[src/rtl/rtlinf_fifo.sv]
// Single-clock first-word-fall-through FIFO; the head entry is presented on data_read whenever empty=0.
// Optional FIFO_DEBUG_EN macro adds simulation-only transaction tracing without changing function.
module rtlinf_fifo #(
  parameter int NUM_SLOTS     = 4,
  parameter int LOG_NUM_SLOTS = 2,
  parameter int DATA_WIDTH    = 32
) (
  input  logic                  clk,
  input  logic                  rst,
  input  logic [DATA_WIDTH-1:0] data_write,
  input  logic                  write,
  output logic                  full,
  output logic                  almost_full,
  output logic [DATA_WIDTH-1:0] data_read,
  input  logic                  next_read,
  output logic                  empty
);

  localparam logic [LOG_NUM_SLOTS:0]   C_CNT_FULL  = NUM_SLOTS[LOG_NUM_SLOTS:0];
  localparam logic [LOG_NUM_SLOTS:0]   C_CNT_AFULL = C_CNT_FULL - {{LOG_NUM_SLOTS{1'b0}}, 1'b1};
  localparam logic [LOG_NUM_SLOTS:0]   C_CNT_ONE   = {{LOG_NUM_SLOTS{1'b0}}, 1'b1};
  localparam logic [LOG_NUM_SLOTS-1:0] C_PTR_ONE   = {{(LOG_NUM_SLOTS-1){1'b0}}, 1'b1};

  logic [DATA_WIDTH-1:0]    r_mem [NUM_SLOTS];
  logic [LOG_NUM_SLOTS-1:0] r_wr_ptr;
  logic [LOG_NUM_SLOTS-1:0] r_rd_ptr;
  logic [LOG_NUM_SLOTS:0]   r_count;
  logic [LOG_NUM_SLOTS:0]   w_count_nxt;
  logic                     w_rd_acc;
  logic                     w_wr_acc;

  // Flag decode and head-of-queue presentation straight from registered state
  always_comb begin
    empty       = (r_count == {(LOG_NUM_SLOTS+1){1'b0}});
    full        = (r_count == C_CNT_FULL);
    almost_full = (r_count >= C_CNT_AFULL);
    data_read   = r_mem[r_rd_ptr];
  end

  // Acceptance: a pop at full frees the slot the same-cycle push lands in
  always_comb begin
    w_rd_acc = next_read & ~empty;
    w_wr_acc = write & (~full | w_rd_acc);
  end

  // Occupancy update; a simultaneous push and pop leaves the count unchanged
  always_comb begin
    w_count_nxt = r_count;
    case ({w_wr_acc, w_rd_acc})
      2'b10:   w_count_nxt = r_count + C_CNT_ONE;
      2'b01:   w_count_nxt = r_count - C_CNT_ONE;
      default: w_count_nxt = r_count;
    endcase
  end

  // Storage, pointers and count; reset discards all contents immediately
  always_ff @(posedge clk or negedge rst) begin
    if (!rst) begin
      for (int i = 0; i < NUM_SLOTS; i++) begin
        r_mem[i] <= '0;
      end
      r_wr_ptr <= '0;
      r_rd_ptr <= '0;
      r_count  <= '0;
    end else begin
      if (w_wr_acc) begin
        r_mem[r_wr_ptr] <= data_write;
        r_wr_ptr        <= r_wr_ptr + C_PTR_ONE;
      end
      if (w_rd_acc) begin
        r_rd_ptr <= r_rd_ptr + C_PTR_ONE;
      end
      r_count <= w_count_nxt;
    end
  end

`ifdef FIFO_DEBUG_EN
  logic [31:0] r_dbg_tick;

  // Simulation-only trace of accepted, dropped and ignored transactions
  always_ff @(posedge clk or negedge rst) begin
    if (!rst) begin
      r_dbg_tick <= 32'd0;
    end else begin
      r_dbg_tick <= r_dbg_tick + 32'd1;
      if (w_wr_acc) $display("[fifo %0d] write data=%h count=%0d", r_dbg_tick, data_write, r_count);
      if (w_rd_acc) $display("[fifo %0d] read  data=%h count=%0d", r_dbg_tick, data_read, r_count);
      if (write && !w_wr_acc) $display("[fifo %0d] warning: write dropped (full)", r_dbg_tick);
      if (next_read && !w_rd_acc) $display("[fifo %0d] warning: read ignored (empty)", r_dbg_tick);
    end
  end
`endif

endmodule

[config.mk]
export PLATFORM = sky130hd
export DESIGN_NAME = rtlinf_fifo
export DESIGN_NICKNAME = d
export VERILOG_FILES = /design/src/rtl/rtlinf_fifo.sv
export SDC_FILE = /design/constraint.sdc
export NUM_CORES = 1
export LEC_CHECK = 0
export BUFFER_PORTS_ARGS = -buffer_cell sky130_fd_sc_hd__buf_2
export CAP_MARGIN = 20
export CORE_MARGIN = 2
export CORE_UTILIZATION = 45
export CTS_CLUSTER_DIAMETER = 120
export DETAILED_ROUTE_END_ITERATION = 10
export PLACE_DENSITY = 0.66
export SETUP_SLACK_MARGIN = 0.15
export SLEW_MARGIN = 25
export SYNTH_ARGS = -nofsm -noshare
export SYNTH_HDL_FRONTEND = slang
export SYNTH_SLANG_ARGS = --single-unit
[constraint.sdc]
create_clock -name clk -period 2.25 [get_ports clk]
set_clock_uncertainty 0.05 [all_clocks]
set_input_delay 0.3375 -clock clk [delete_from_list [all_inputs] [get_ports clk]]
set_output_delay 0.3375 -clock clk [all_outputs]
set_load 0.03 [all_outputs]
[Yosys cells after proc, flatten, opt, wreduce, memory -nomap -nowiden]
Cells that the tools add are included.
Word-level totals
  register bits after elaboration: 135
  memories kept: 0
  ROM bits: 0
  memory bits (writable): 0
  latch bits: 0
  bits of input ports: 36
  output and inout bits: 35
Cells by class
  equality and inequality tests: 3
  reductions and logical operators: 3
  multiply operators: 0
  add/sub/neg operators: 4
  bitwise gates (word level): 7
  shift operators: 0
  mux-type cells: 7
  divide/modulo/power cells: 0
  $lt $le $gt $ge: 4
Operators by type and width (count)
  128-bit bitwise mux: 1
  32-bit two-way mux: 3
  32-bit binary-select mux with 2-bit select: 1
  32-bit demux with 2-bit select: 1
  3-bit greater-or-equal comparator (second input constant): 2
  2-bit NOT with 3-bit output: 2
  3-bit case mux with 2 select lines: 1
  2-bit by 1-bit adder with 2-bit output (second input constant): 2
  3-bit by 1-bit adder with 3-bit output (second input constant): 1
  3-bit equality test (second input constant): 1
  3-bit by 2-bit greater-or-equal comparator with 1-bit output (second input constant): 1
  3-bit zero test: 1
  3-bit by 1-bit less-than comparator with 1-bit output (second input constant): 1
  3-bit by 1-bit subtractor with 3-bit output (second input constant): 1
  1-bit bitwise AND: 2
  2-bit by 1-bit equality test with 1-bit output (second input constant): 1
  2-bit equality test (second input constant): 1
  1-bit NOT: 2
  2-bit nonzero test: 1
  1-bit logical AND: 1
  1-bit bitwise OR: 1

[Longest topological paths before layout]
  depth after elaboration: 7
  depth in mapped cells: 8
  mapped depth without buffers: 8

[Worst setup path after synthesis]
No wires, ideal clock.
  path kind: reg-to-reg
  start: reg r_count[0]
  end: reg r_count[2]
  data arrival time: 1945 ps
  stages on the path, launching flop included: 9
  setup time: 79 ps
  buffers on the path: 0
  slack: 175 ps
  period minus slack after synthesis: 2075 ps
  data required time: 2121 ps
  cells stage by stage: dfrtp_1 -> nor4b_4 -> nand2b_1 -> ha_1 -> inv_1 -> fa_1 -> xor2_1 -> nor2_1 -> xor2_1
On the way
  word-level cells in the longest chain between the ends: 7
RTL lines
  from (decl): RTL line 27  | logic [LOG_NUM_SLOTS:0] r_count;
  from (signal assigned): RTL line 73  | r_count <= w_count_nxt;
  3-bit zero test: RTL line 34  | empty = (r_count == {(LOG_NUM_SLOTS+1){1'b0}});
  1-bit NOT: RTL line 42  | w_rd_acc = next_read & ~empty;
  1-bit bitwise AND: RTL line 42
  1-bit bitwise OR: RTL line 43  | w_wr_acc = write & (~full | w_rd_acc);
  1-bit bitwise AND: RTL line 43
  2-bit by 1-bit equality test with 1-bit output / 2-bit equality test (equally long branches): RTL line 49  | case ({w_wr_acc, w_rd_acc})
  3-bit case mux with 2 select lines / 2-bit nonzero test (equally long branches)
Parallel ways exist; a longest one is shown, timed or not.
A chain may end at the register's enable or synchronous reset.

[Final worst setup path]
  start: reg r_rd_ptr[0]
  end: out data_read[17]
On the way
  word-level cells in the longest chain between the ends: 4
RTL lines
  from (decl): RTL line 26  | logic [LOG_NUM_SLOTS-1:0] r_rd_ptr;
  from (signal assigned): RTL line 71  | r_rd_ptr <= r_rd_ptr + C_PTR_ONE;
  2-bit NOT with 3-bit output (not written as such): RTL line 37  | data_read = r_mem[r_rd_ptr];
  32-bit binary-select mux with 2-bit select: RTL line 37
  32-bit two-way mux (not written as such) (2 in a row): RTL line 37
  to (decl): RTL line 14  | output logic [DATA_WIDTH-1:0] data_read,
No other way between the ends. The select of a mux whose other input is x is not followed.

==> metrics.txt <==
Crit path required time=1860 ps; final wirelength=11800 microns; Final Util=a little under three fifths; Die ar.=~14000 sq um; Pre-antenna DRT Iters=4; Synth top area share=a little under three fifths; sink count of the clock tree=approximately 140; f_max=roughly 0.46 GHz; CTS HTree Levels=4; flops & latches, synth=roughly 140; Num CTS Buffers=17; Clock Tree Buf Depth=2; Final nets=around 480; Crit Reg-Reg Startpoint=r_count[0]; DRC=0; Seq/Total Area, Yosys=between 50% and 60%; worst-skew pair later-pin latency=between 400 and 500 ps; Antenna Nets Post-Route=0; WHS=roughly 150 ps; VDD IR max=0.00105 V; Ys Warns=0; Vias=3284; pins over their slew limit=0; total power=0.0136 W; GPL Wtd Cong=between 0.7 and 0.8; arrival time at the worst endpoint=1790 ps; setup violators final=0; Worst Tran Pin Value=499 ps; Placeable Area=roughly 13000 sq um; most common cell after layout, fill and taps aside=dfrtp_1; Post-Syn Instances=between 300 and 400; Syn Area/Cell=17.1 sq um; syn nets=roughly 390; critical path class=register to output port; Root Buffer=clkbuf_16; Cell variety after synth=20; largest net degree at the start of global routing=54; type of the worst min-delay path=primary input to register; CP max-delay cell=mux4_2; DR vias/cell=about 5.2; initial antenna violation count=1; final HPWL from detailed placement=7280 microns; register clock-pin slew on the reported worst setup and hold paths=about 50 ps; Die Ht=roughly 120 microns; leak pwr=3.20 nW; global-route wire length before repair=19000 microns; TritonCTS clock tree=built; Synth area leaders=dfrtp_1 (56%), mux2_2 (24%), mux4_2 (12%); crit-path max cell delay=approximately 510 ps; TNS Setup=0 ps; Port Buffers=70; IO Pins=71; hold_sp=data_write[10]; Tcrit/Tclk final=96.8%; critical-path cell list=buf_12, buf_16, mux4_2, buf_6; FP Rows=42; FILL cells=between 1000 and 1500; overall routing resource usage=18.0%; startpoint types=register; Layout Cell Area excl Fill=roughly 7500 sq um; cell area after placement=roughly 6600 sq um; initial core utilization=between 40% and 50%; Overflow after GRT=0; Slew headroom=between 60% and 70%; critical path startpoint=r_rd_ptr[0]; reg-to-reg slack, setup=approximately 240 ps; Starting DRT DRC Count=163; vias in the first global route=3609; synthesized area=5980 sq um; routed length per instance=about 19 microns; RSZ-0062 raised after global routing=true; Area Overhead vs Synth=24.9%; # diodes=0; post-synth top area cell=dfrtp_1; power density over the cells=between 1500 and 2000 nW/um^2; minimum clock period=between 2000 and 2500 ps; ratio of cells with drive above 1 in the final layout=about 64%; Max FO, Critical Path=6; Crit. End Element=output port; status=finished, final reports clean; MaxCap Viol Count=0; Die X=~120 microns; final hold vios=0; commonest non-fill, non-tap cells in the layout=dfrtp_1 (131), mux2_2 (129), buf_2 (45)
-- final timing paths --
kind,endpoint,cells after the start
setup / recovery,data_read[17],4
hold / removal,r_mem[74],2
setup reg to reg,r_count[2],8
hold reg to reg,r_mem[34],1
max in group asynchronous,r_mem[109],3
min in group asynchronous,r_mem[87],2
-- critical path: cells and delay by family, from the launching register on --
kind / cells / cell delay, ps
buffers and inverters: 3 / 440
flip-flops: 1 / 430
multiplexers: 1 / 510
-- state kept, by name, indices dropped and copies added, names as in the netlist --
register	flops
r_mem	128
r_rd_ptr	2
r_count	3
r_wr_ptr	2
-- area by class of cell --
class	instances	area, sq um	area share, %
Clock buffer	24	472	6.31
Sequential cell	135	3380	45.3
Multi-Input combinational cell	190	2460	32.9
Timing Repair Buffer	93	801	10.7
Tap cell	176	220	2.95
Clock inverter	8	121	1.62
Inverter	5	18.8	0.251
-- power breakdown --
group,switching [W],leakage (nW),internal (W)
clock,0.000967,0.289,0.00180
sequential,0.000691,1.59,0.00370
combinational,0.00300,1.32,0.00348
total,0.00466,3.20,0.00898
-- cells in the mapped netlist --
cell type,n
nor4b_4,1
fa_1,1
nor2_1,5
mux2_2,129
and3_1,1
inv_1,5
nand2_1,5
o31a_1,1
xor2_1,3
a21o_1,1
xnor2_1,3
clkbuf_1,4
ha_1,5
mux4_2,32
nor3_1,1
mux2i_1,1
buf_6,12
buf_2,4
dfrtp_1,135
nand2b_1,1
-- timing repair --
action,4_1_cts,5_1_grt
pin swaps,0,2
cloned,2,0
buffers inserted,1,6
resized for setup,21,51
hold endpoints to repair,50,0
hold buffers,1,0
endpoints found under the setup margin,33,33
-- metrics by stage --
step,cells,worst slack (ps)
CTS,625,15.2
global placement,589,187
detailed placement,589,104
floorplan,350,175
global route,631,-2.59
finish,631,72.9
-- cells by family after synthesis --
| family | Yosys count | synth area share, % |
|---|---|---|
| compound gates | 2 | 0.272 |
| xor+xnor | 6 | 0.879 |
| mux | 162 | 36.5 |
| fa+ha+maj | 6 | 1.38 |
| simple gates | 14 | 1.32 |
| buf+inv | 25 | 3.16 |
| flops | 135 | 56.5 |
-- per-layer routing --
metal	wire, microns	vias to the layer above	global-route usage (%)
met2	5940	63	28.6
met4	168	2	7.96
met3	440	15	5.27
met5	7	-	0
li1	-	1479	-
met1	5230	1725	23.1
Power figures use the tool's default switching activity.
